## config.mk

```make
export PLATFORM = sky130hd
export DESIGN_NAME = ahb_cmd_master
export DESIGN_NICKNAME = d
export VERILOG_FILES = /design/src/rtl/ahb_pkg.sv /design/src/rtl/ahb_cmd_fifo.sv /design/src/rtl/ahb_cmd_master.sv
export SDC_FILE = /design/constraint.sdc
export NUM_CORES = 1
export LEC_CHECK = 0
export ABC_AREA = 1
export ABC_CLOCK_PERIOD_IN_PS = 2200
export CAP_MARGIN = 20
export CORE_MARGIN = 2
export CORE_UTILIZATION = 50
export CTS_CLUSTER_SIZE = 14
export DETAILED_ROUTE_END_ITERATION = 10
export PLACE_DENSITY = 0.78
export SETUP_SLACK_MARGIN = 0.3
export SLEW_MARGIN = 15
export SYNTH_ARGS = -nofsm -noshare
export SYNTH_HDL_FRONTEND = slang
export SYNTH_HIERARCHICAL = 1
export SYNTH_SLANG_ARGS = --single-unit
```

## constraint.sdc

```tcl
create_clock -name HCLK -period 2.2 [get_ports HCLK]
set_input_delay 0.33 -clock HCLK [delete_from_list [all_inputs] [get_ports HCLK]]
set_output_delay 0.33 -clock HCLK [all_outputs]
set_load 0.05 [all_outputs]
```

## src/rtl/ahb_pkg.sv

```systemverilog
// rtl/ahb_pkg.sv - shared AHB-Lite types for the command master
package ahb_pkg;

  localparam int ADDR_W = 21;
  localparam int DATA_W = 8;

  typedef enum logic [1:0] {
    IDLE   = 2'b00,
    BUSY   = 2'b01,
    NONSEQ = 2'b10,
    SEQ    = 2'b11
  } htrans_t;

  typedef struct packed {
    logic              write;
    logic [ADDR_W-1:0] addr;
    logic [DATA_W-1:0] wdata;
  } ahb_cmd_t;

  // Encoded as {aph, dph} so each bit reads directly as a phase-valid flag.
  typedef enum logic [1:0] {
    PH_IDLE      = 2'b00,
    PH_DATA      = 2'b01,
    PH_ADDR      = 2'b10,
    PH_ADDR_DATA = 2'b11
  } phase_t;

endpackage

```

## src/rtl/ahb_cmd_fifo.sv

```systemverilog
// rtl/ahb_cmd_fifo.sv - synchronous command FIFO, head entry visible on dout
module ahb_cmd_fifo
  import ahb_pkg::*;
#(
  parameter int DEPTH = 4,
  localparam int PW = $clog2(DEPTH),
  localparam int CW = PW + 1
) (
  input  logic          clk,
  input  logic          rst_n,
  input  logic          push,
  input  ahb_cmd_t      din,
  input  logic          pop,
  output ahb_cmd_t      dout,
  output logic          full,
  output logic          empty,
  output logic [CW-1:0] count
);

  ahb_cmd_t          mem [DEPTH];
  logic [PW-1:0]     wr_ptr;
  logic [PW-1:0]     rd_ptr;
  logic              do_push;
  logic              do_pop;

  assign full    = (count == CW'(DEPTH));
  assign empty   = (count == '0);
  assign do_push = push && !full;
  assign do_pop  = pop && !empty;
  assign dout    = mem[rd_ptr];

  always_ff @(posedge clk or negedge rst_n) begin
    if (!rst_n) begin
      wr_ptr <= '0;
      rd_ptr <= '0;
      count  <= '0;
    end else begin
      if (do_push) wr_ptr <= wr_ptr + 1'b1;
      if (do_pop)  rd_ptr <= rd_ptr + 1'b1;
      case ({do_push, do_pop})
        2'b10:   count <= count + 1'b1;
        2'b01:   count <= count - 1'b1;
        default: count <= count;
      endcase
    end
  end

  // Storage needs no reset: entries are only read once counted as valid.
  always_ff @(posedge clk) begin
    if (do_push) mem[wr_ptr] <= din;
  end

endmodule

```

## src/rtl/ahb_cmd_master.sv

```systemverilog
// rtl/ahb_cmd_master.sv - command stream to AHB-Lite single transfers with in-order responses
module ahb_cmd_master
  import ahb_pkg::*;
#(
  parameter int ADDR_W = ahb_pkg::ADDR_W,
  parameter int DATA_W = ahb_pkg::DATA_W,
  parameter int DEPTH  = 4
) (
  input  logic              HCLK,
  input  logic              HRESETn,
  input  logic              cmd_valid,
  output logic              cmd_ready,
  input  logic              cmd_write,
  input  logic [ADDR_W-1:0] cmd_addr,
  input  logic [DATA_W-1:0] cmd_wdata,
  output logic              rsp_valid,
  output logic              rsp_write,
  output logic [DATA_W-1:0] rsp_rdata,
  output logic [ADDR_W-1:0] HADDR,
  output logic              HWRITE,
  output logic [1:0]        HTRANS,
  output logic [DATA_W-1:0] HWDATA,
  input  logic [DATA_W-1:0] HRDATA,
  input  logic              HREADY,
  output logic              busy
);

  localparam int CW = $clog2(DEPTH) + 1;

  ahb_cmd_t          cmd_in;
  ahb_cmd_t          head;
  logic              fifo_full;
  logic              fifo_empty;
  logic [CW-1:0]     fifo_count;
  logic              pop;

  phase_t            state_q;
  phase_t            state_d;
  logic              aph;
  logic              dph;
  logic [DATA_W-1:0] aph_wdata;
  logic              dph_write;

  assign cmd_in    = '{write: cmd_write, addr: cmd_addr, wdata: cmd_wdata};
  assign cmd_ready = !fifo_full;

  ahb_cmd_fifo #(.DEPTH(DEPTH)) u_fifo (
    .clk   (HCLK),
    .rst_n (HRESETn),
    .push  (cmd_valid),
    .din   (cmd_in),
    .pop   (pop),
    .dout  (head),
    .full  (fifo_full),
    .empty (fifo_empty),
    .count (fifo_count)
  );

  assign aph    = state_q[1];
  assign dph    = state_q[0];
  assign HTRANS = aph ? NONSEQ : IDLE;
  assign busy   = (fifo_count != '0) || aph || dph;

  always_ff @(posedge HCLK or negedge HRESETn) begin
    if (!HRESETn) state_q <= PH_IDLE;
    else          state_q <= state_d;
  end

  // The address phase retires into the data phase; a new address phase starts
  // whenever the FIFO has something to offer.
  always_comb begin
    state_d = state_q;
    pop     = 1'b0;
    if (HREADY) begin
      pop     = !fifo_empty;
      state_d = phase_t'({!fifo_empty, aph});
    end
  end

  always_ff @(posedge HCLK or negedge HRESETn) begin
    if (!HRESETn) begin
      HADDR     <= '0;
      HWRITE    <= 1'b0;
      HWDATA    <= '0;
      aph_wdata <= '0;
      dph_write <= 1'b0;
      rsp_valid <= 1'b0;
      rsp_write <= 1'b0;
      rsp_rdata <= '0;
    end else begin
      rsp_valid <= 1'b0;
      if (HREADY) begin
        dph_write <= HWRITE;
        HWDATA    <= (aph && HWRITE) ? aph_wdata : '0;
        if (!fifo_empty) begin
          HADDR     <= head.addr;
          HWRITE    <= head.write;
          aph_wdata <= head.wdata;
        end
        if (dph) begin
          rsp_valid <= 1'b1;
          rsp_write <= dph_write;
          rsp_rdata <= dph_write ? '0 : HRDATA;
        end
      end
    end
  end

endmodule

```

# After elaboration in Yosys (flattened, before gate mapping)
# Memory sizes are Yosys's and may differ from the RTL's. A register that Yosys moved wholly into a read port is not among the register bits.
# Cells that the tools add are included.
dict set report totals {
  register_bits 28
  ram_bits 120
  in_bits 42
  wordCells 40
  n_memories 1
}
# name depth width rd rd_ports_with_merged_regs write_ports line
set memory_table {}
lappend memory_table {u_fifo.mem 4 30 1 1 1 ahb_cmd_fifo.sv:20} ;# ahb_cmd_t mem [DEPTH];
dict set report classes {
  addsub 4
  eq_ne 3
  mux 9
  bitwise 1
  n_reduce_logical 13
}
# cell count
set op_table {}
lappend op_table {{$mux 8} 2}
lappend op_table {{$pmux 3 s2} 1}
lappend op_table {{$mux 1} 5}
lappend op_table {{$add 2x1->2 const B} 2}
lappend op_table {{$reduce_and 2->1} 2}
lappend op_table {{$add 3x1->3 const B} 1}
lappend op_table {{$eq 3x3->1 const B} 1}
lappend op_table {{$logic_and 1x1->1} 3}
lappend op_table {{$logic_not 1->1} 3}
lappend op_table {{$logic_not 3->1} 1}
lappend op_table {{$reduce_bool 3->1} 1}
lappend op_table {{$sub 3x1->3 const B} 1}
lappend op_table {{$eq 2x1->1 const B} 1}
lappend op_table {{$eq 2x2->1 const B} 1}
lappend op_table {{$logic_or 1x1->1} 2}
lappend op_table {{$mux 2} 1}
lappend op_table {{$reduce_bool 2->1} 1}
lappend op_table {{$not 1->1} 1}

# Logic depth before layout (Yosys ltp)
# Gate-level depths: netlist of the first run.
dict set report logic_depth {
  ltp_word 6
  mapped_depth 17
  depth_no_buf 16
}

# Cells and area by module
# The synthesis of the first run kept the hierarchy.
# module instances cells_per_inst area_per_inst_um2
set by_module_without_submodules {}
lappend by_module_without_submodules {ahb_cmd_fifo 1 411 5226.3}
lappend by_module_without_submodules {ahb_cmd_master 1 241 2117.0}

# Least setup slack after synthesis of the first run
# Ideal clock, no wire load.
dict set report synth_timing {
  path_type {flip-flop to flip-flop}
  from {register u_fifo.count[0]}
  to {memory u_fifo/mem[0][0] (netlist name) (enable)}
  setup_ps 417
  arrival_ps 2004
  required_time_ps 1783
  path_slack_ps -221
  stages_incl_launch_ff 5
  n_path_buf 0
  period_less_slack_ps 2421
  cell_sequence {dfrtp_1 -> inv_1 -> nand3_1 -> nand2_1 -> nor2_1}
}
dict set report synth_between {
  elab_chain_len 5
}
# element line
set synth_rtl {}
lappend synth_rtl {{start: declaration} ahb_cmd_fifo.sv:17} ;# output logic [CW-1:0] count
lappend synth_rtl {{start signal: assignment} ahb_cmd_fifo.sv:41} ;# 2'b10: count <= count + 1'b1;
lappend synth_rtl {{start signal: assignment} ahb_cmd_fifo.sv:42} ;# 2'b01: count <= count - 1'b1;
lappend synth_rtl {{start signal: assignment} ahb_cmd_fifo.sv:43} ;# default: count <= count;
lappend synth_rtl {{$eq 3x3->1} ahb_cmd_fifo.sv:26} ;# assign full = (count == CW'(DEPTH));
lappend synth_rtl {{$logic_not 1->1} ahb_cmd_fifo.sv:28} ;# assign do_push = push && !full;
lappend synth_rtl {{$logic_and 1x1->1} ahb_cmd_fifo.sv:28}
lappend synth_rtl {{$mux 1} ahb_cmd_fifo.sv:50} ;# if (do_push) mem[wr_ptr] <= din;
lappend synth_rtl {{$mux 1 (not written as such)} ahb_cmd_fifo.sv:50}
lappend synth_rtl {{end: declaration} ahb_cmd_fifo.sv:20}
# No other way between the ends.

# Worst setup path in the final report of the first run
dict set report layout_timing {
  from {register u_fifo.count[1]}
  to {register u_fifo.count[2]}
}
dict set report layout_between {
  elab_chain_len 6
}
# element line
set layout_rtl {}
lappend layout_rtl {{$logic_not 3->1 (*)} ahb_cmd_fifo.sv:27} ;# assign empty = (count == '0);
lappend layout_rtl {{named net fifo_empty} ahb_cmd_master.sv:33} ;# logic fifo_empty;
lappend layout_rtl {{$logic_not 1->1 (*)} ahb_cmd_master.sv:75} ;# pop = !fifo_empty;
lappend layout_rtl {{$mux 1 (*)} ahb_cmd_master.sv:74} ;# if (HREADY) begin
lappend layout_rtl {{named net pop} ahb_cmd_master.sv:35} ;# logic pop;
lappend layout_rtl {{$logic_and 1x1->1 (*)} ahb_cmd_fifo.sv:29} ;# assign do_pop = pop && !empty;
lappend layout_rtl {{named net u_fifo.do_pop} ahb_cmd_fifo.sv:24} ;# logic do_pop;
lappend layout_rtl {{$eq 2x1->1 or $eq 2x2->1 (tied branches)} ahb_cmd_fifo.sv:40} ;# case ({do_push, do_pop})
lappend layout_rtl {{$pmux 3 s2 or $reduce_bool 2->1 (tied branches)} -}
# Mark *: on every way through the listed nets, which the timed path passes. The rest lies on a longest branch.
# A chain may end at the register's enable or synchronous reset.

==> run_results.csv, run 1 <==
group,metric,value,unit
outcome,status,"finished, final reports clean",
worst_hold_path,min_path_type,"in2async",
detailed_routing,vias,4887,
critical_path,start_kind,"flop",
sta,max_freq,533,MHz
detailed_routing,wl_per_cell,16.0,um
detailed_routing,wirelength,15100,um
critical_path,end_kind,"flop",
logic_synthesis,syn-cell-area,7340,um^2
global_route,gr-usage-met3,5.69,%
logic_synthesis,synth_ff_type,"edfxtp_1",
finish,layout_common_cells,"nand2_1, edfxtp_1, inv_1",
floorplanning,die-height,125,um
sta,rsz0062_at_grt,"true",
pwr,leakage,4.04,nW
detailed_routing,drc,0,
logic_synthesis,synth_edf_count,120,
detailed_routing,first_pass_iters,4,
logic_synthesis,syn_avg_cell_area,11.3,um^2
pwr,p_total,13.0,mW
critical_path,crit_path_max_fanout,4,
sta,worst-slew-pin-transition,540,ps
logic_synthesis,syn_nets,700,
clock_network,cts_sinks,178,
floorplanning,die_w,125,um
logic_synthesis,synth.top_cell.area_share,49.1,%
floorplanning,num_rows,44,
clock_network,path_clk_slew,60,ps
global_route,grt_max_degree,41,
logic_synthesis,yosysSeqAreaShare,68.8,%
global_route,overflow,0,
sta,fin_crit_sh,85.2,%
finish,antenna_cells,0,
sta,maxSlewHeadroom,64.0,%
logic_synthesis,syn_inst,652,
clock_network,cts_root_buf,"clkbuf_16",
clock_network,cts_inserted_buffers,17,
sta,clock_skew,8.09,ps
placed_design,dpl.hpwl,9110,um
pwr,powerDensity,1440,nW/um^2
global_route,grt_pass1_wl,24500,um
placed_design,gp_congestion,0.755,
finish,final_common_cell,"nand2_1",
detailed_routing,viasPerCell,5.18,
placed_design,port-buffer-count,84,
critical_path,cp.arrival,2190,ps
global_route,grt_pass1_vias,5101,
sta,setup_viol,0,
floorplanning,io_pins,86,
floorplanning,dieArea,15700,um^2
sta,drv_slew,0,
clock_network,insertion_delay,430,ps
logic_synthesis,synth_seq_cells,178,
critical_path,path_class,"reg2reg",
logic_synthesis,ys_async_sr_fraction,32.6,%
clock_network,cts.path.max_buffers,2,
pwr,ir_worst_vdd,929,uV
critical_path,r2r_setup_slack,320,ps
clock_network,cts_tree,"yes",
global_route,gr-max-usage-layer,"met2",
finish,final_nets,794,
logic_synthesis,synthTopCellsByArea,"edfxtp_1, dfrtp_1, nand2_1, o211ai_1, inv_1",
global_route,grtUsageMet2,34.4,%
global_route,grt_util_met1,24.4,%
sta,post-route-min-period,1880,ps
sta,fin_setup_tns,0,ps
floorplanning,core,14400,um^2
detailed_routing,ant_nets,0,
finish,post_route_cells_drive_above_1_share,11.5,%
clock_network,ctsHtreeMaxLevel,4,
global_route,grt_use_total,20.2,%
run,drv_cap,0,
critical_path,critPathRequiredTime,2510,ps
finish,area_delta_synth_final,23.4,%
sta,final_hold_viol_count,0,
logic_synthesis,yosysTopAreaCell,"edfxtp_1",
detailed_routing,drtIter0Drc,333,
logic_synthesis,synth.distinct_cells,21,
floorplanning,start_util,50.9,%
logic_synthesis,yosysWarnings,6,
global_route,antenna_found_initial,1,
==> sequential cells by signal, indices dropped and copies added, names as in the netlist <==
name,cells
u_fifo/rd_ptr,2
dph_write,1
state_q,2
u_fifo/count,3
u_fifo/wr_ptr,2
u_fifo/mem,120
rsp_valid,1
HADDR,21
HWRITE,1
HWDATA,8
aph_wdata,8
rsp_write,1
rsp_rdata,8
==> per-stage QoR <==
| step | instances | cell area (um^2) | setup slack, ps | util, % | hold WS (ps) |
|---|---|---|---|---|---|
| floorplan | 652 | 7360 | 235 | - | 34.4 |
| global route | 943 | 9060 | 251 | 62.8 | 465 |
| detailed placement | 901 | 8400 | 15.9 | 58.2 | 341 |
| CTS | 938 | 9000 | 304 | 62.4 | 422 |
| finish | 943 | 9060 | 325 | 62.8 | 417 |
| global placement | 901 | 8400 | 122 | 58.2 | 333 |
==> worst paths after layout <==
check,start,end,cells after the start
setup / recovery,u_fifo/count[1],u_fifo/count[2],15
hold / removal,HRESETn,u_fifo/count[2],2
setup reg to reg,u_fifo/count[1],u_fifo/count[2],15
hold reg to reg,HADDR[1],HADDR[1],2
max in group asynchronous,HRESETn,HADDR[16],3
min in group HCLK,HADDR[1],HADDR[1],2
==> cells by family (layout without fill, tap and decap cells) <==
kind of cell               Yosys count  count (layout)  share of synthesized area [%]
and+or+nand+nor                    267             267                           14.5
buffers and inverters              127             234                           8.37
other                                1               1                         0.0511
adders and majority gates            6               6                           1.12
xor gates and xnor gates             1               1                          0.119
DFF                                178             178                           68.8
AOI/OAI and AO/OA                   72              72                           7.00
==> per-layer routing <==
metal  wire length [um]  vias to the layer above
met5                  0                        -
met4                263                        0
met3                979                       24
met2               7550                      171
met1               6290                     2340
li1                   -                     2352
==> report_power, final <==
group | switching, mW | internal, mW | total [mW]
registers | 0.394 | 4.53 | 4.93
clock network | 1.31 | 1.71 | 3.01
logic | 3.51 | 1.60 | 5.11
==> cell usage after synthesis, types with 2 or more instances <==
cell	count
buf_2	8
buf_4	6
buf_6	14
clkbuf_1	6
dfrtp_1	58
edfxtp_1	120
ha_1	5
inv_1	90
inv_2	3
nand2_1	211
nand2_2	2
nand3_1	38
nor2_1	14
o211ai_1	60
o21ai_0	11
==> area by class of cell <==
class	count	area (um^2)
clock buffers	17	425
clock inverters	15	169
fillers	1097	5360
inverters	93	353
multi-input cells	347	1750
flip-flops and latches	178	5050
well taps	184	230
repair buffers	109	1090
==> timing repair <==
item                                    4_1_cts  5_1_grt
gates resized for setup                      47       10
endpoints found under the hold margin        22        0
pin swaps                                     1        6
buffers inserted                              4        5
hold buffers                                  1        0
endpoints found under the setup margin       42        3
==> worst max-delay path: stages, from the launching register on <==
cell     delay, ps
dfrtp_1        390
inv_2           80
nand3_4        110
inv_2           40
inv_2           60
nand2_4         50
inv_4           60
nand2_2         50
inv_2           80
ha_4           140
inv_2           40
fa_2           360
nand2_2        100
nand3_2         70
nand2_2         70
nand2_1         50
Note: power is estimated with default switching activity, not from simulation.
==> run 2, diff against run 1 <==
- CORE_UTILIZATION: 50 -> 52
- CTS_BUF_LIST: not set -> sky130_fd_sc_hd__clkbuf_4
- PLACE_DENSITY: 0.78 -> 0.81
- SLEW_MARGIN: 15 -> 5
==> run 2 against run 1 <==
Effect of this change: worst setup slack got worse by 51 ps; core utilization increased by 0.69 points; sequential power barely moved; flip-flop and latch count unchanged; via count about the same; clock power down 36%; total power fell by 8.4%; hold slack worse by 66 ps; design area shrank 3.1%; sequential share of layout area increased by 1.8 points; die area fell by 3.7%; critical path type unchanged; largest cell class unchanged; largest power group unchanged.
==> run_results.csv, run 2 (synthesized netlist as in run 1, its figures left out) <==
group,metric,value,unit
finish,largest_register,"u_fifo/mem",
clock_network,cts_sinks,178,
critical_path,r2r_end,"u_fifo/count[2]",
pwr,leakage,3.91,nW
worst_hold_path,min_path_type,"in2async",
detailed_routing,ant_nets,0,
critical_path,path_cells,"inv_2 -> nand3_4 -> inv_2 -> inv_2 -> nand2_4 -> inv_4 -> nand2_4 -> inv_2 -> ha_4 -> inv_4 -> fa_2 -> nand2_2 -> nand3_2 -> nand2_2 -> nand2_1",
detailed_routing,wl_per_cell,15.9,um
sta,worst-slew-pin-transition,693,ps
global_route,grt_pass1_wl,23400,um
sta,maxSlewHeadroom,53.8,%
critical_path,end_kind,"flop",
floorplanning,die-height,123,um
critical_path,cp.arrival,2370,ps
finish,area_delta_synth_final,19.6,%
detailed_routing,viasPerCell,5.20,
sta,fin_setup_tns,0,ps
sta,rsz0062_at_grt,"true",
global_route,grt_max_degree,57,
global_route,grt_use_total,20.7,%
clock_network,cts.path.max_buffers,2,
finish,antenna_cells,0,
critical_path,worst-path-buf-inv,6,
floorplanning,dieArea,15100,um^2
detailed_routing,first_pass_iters,5,
critical_path,crit_path_max_fanout,3,
sta,drv_slew,0,
sta,max_freq,519,MHz
placed_design,dpl.hpwl,9070,um
pwr,p_total,11.9,mW
floorplanning,die_w,123,um
critical_path,r2r_setup_slack,270,ps
critical_path,start_kind,"flop",
finish,layout_common_cells,"nand2_1, edfxtp_1, inv_1",
clock_network,insertion_delay,550,ps
critical_path,slowest_stage,"dfrtp_1",
detailed_routing,vias,4891,
finish,final_common_cell,"nand2_1",
clock_network,cts_inserted_buffers,17,
detailed_routing,drtIter0Drc,317,
pwr,ir_worst_vdd,815,uV
detailed_routing,drc,0,
sta,clock_skew,12.3,ps
critical_path,timing.rr.start,"u_fifo/count[1]",
floorplanning,core,13800,um^2
floorplanning,num_rows,43,
critical_path,path_class,"reg2reg",
run,drv_cap,0,
global_route,antenna_found_initial,0,
sta,fin_crit_sh,87.5,%
clock_network,ctsHtreeMaxLevel,4,
finish,post_route_cells_drive_above_1_share,12.0,%
clock_network,cts_root_buf,"clkbuf_4",
sta,setup_viol,0,
floorplanning,start_util,53.1,%
outcome,status,"finished, final reports clean",
sta,post-route-min-period,1930,ps
critical_path,cp_common_cell,"inv_2",
sta,final_hold_viol_count,0,
critical_path,rr_worst_depth,15,
finish,final_nets,796,
placed_design,port-buffer-count,84,
placed_design,gp_congestion,0.815,
critical_path,cp_top_family,"adder cells",
pwr,powerDensity,1360,nW/um^2
global_route,overflow,0,
finish,largest_registers,"u_fifo/mem: 120 flops, HADDR: 21 flops",
global_route,grt_pass1_vias,4858,
detailed_routing,wirelength,15000,um
finish,largest_reg_flops,120,
critical_path,critPathRequiredTime,2640,ps
critical_path,cpPeakStageDelay,420,ps
floorplanning,io_pins,86,
clock_network,path_clk_slew,130,ps
clock_network,cts_tree,"yes",
==> run 2: report_power, final <==
group / switching [mW] / leakage, nW / internal (mW) / total, mW
logic: 3.52 / 1.92 / 1.58 / 5.10
clock network: 1.05 / 0.162 / 0.891 / 1.94
registers: 0.387 / 1.83 / 4.52 / 4.91
total: 4.96 / 3.91 / 6.99 / 11.9
==> run 2: area by class of cell <==
class / count / area (um^2)
repair buffers: 111 / 1070
clock inverters: 15 / 186
fillers: 1060 / 5040
flip-flops and latches: 178 / 5050
clock buffers: 17 / 128
multi-input cells: 347 / 1760
inverters: 93 / 355
well taps: 180 / 225
==> run 2: how the worst max path moves through the flow <==
| stage | startpoint | endpoint | depth (start not counted) |
|---|---|---|---|
| after floorplan | u_fifo/count[0] | u_fifo/mem[0][0] | 4 |
| after global placement | HREADY | u_fifo/count[2] | 12 |
| after detailed placement | HREADY | u_fifo/count[2] | 12 |
| after CTS | u_fifo/count[1] | cmd_ready | 5 |
| after global routing | u_fifo/count[0] | u_fifo/count[2] | 15 |
| final | u_fifo/count[1] | u_fifo/count[2] | 15 |
==> run 2: what timing repair did <==
| action | 4_1_cts | 5_1_grt |
|---|---|---|
| cloned | 0 | 0 |
| hold buffers | 1 | 0 |
| pin swaps | 0 | 7 |
| endpoints found under the setup margin | 44 | 9 |
| setup buffers | 1 | 10 |
| hold endpoints to repair | 27 | 0 |
| gates resized for setup | 46 | 37 |
==> run 2: metal layers <==
| layer | track usage (%) | vias up | share of wire, % |
|---|---|---|---|
| met3 | 5.53 | 18 | 6.6 |
| met2 | 33.7 | 159 | 50 |
| li1 | - | 2355 | - |
| met4 | 7.61 | 0 | 1.4 |
| met1 | 26.8 | 2359 | 42 |
| met5 | 0 | - | 0 |
==> run 2: stage by stage <==
stage / instance area, um^2 / hold WS, ps / utilization (%) / setup WS (ps) / cells
finish: 8790 / 351 / 63.5 / 274 / 941
detailed placement: 8340 / 410 / 60.3 / 4.49 / 897
global placement: 8340 / 401 / 60.3 / 101 / 897
floorplan: 7360 / 34.4 / - / 235 / 652
global route: 8790 / 336 / 63.5 / 203 / 941
CTS: 8620 / 327 / 62.4 / 147 / 931
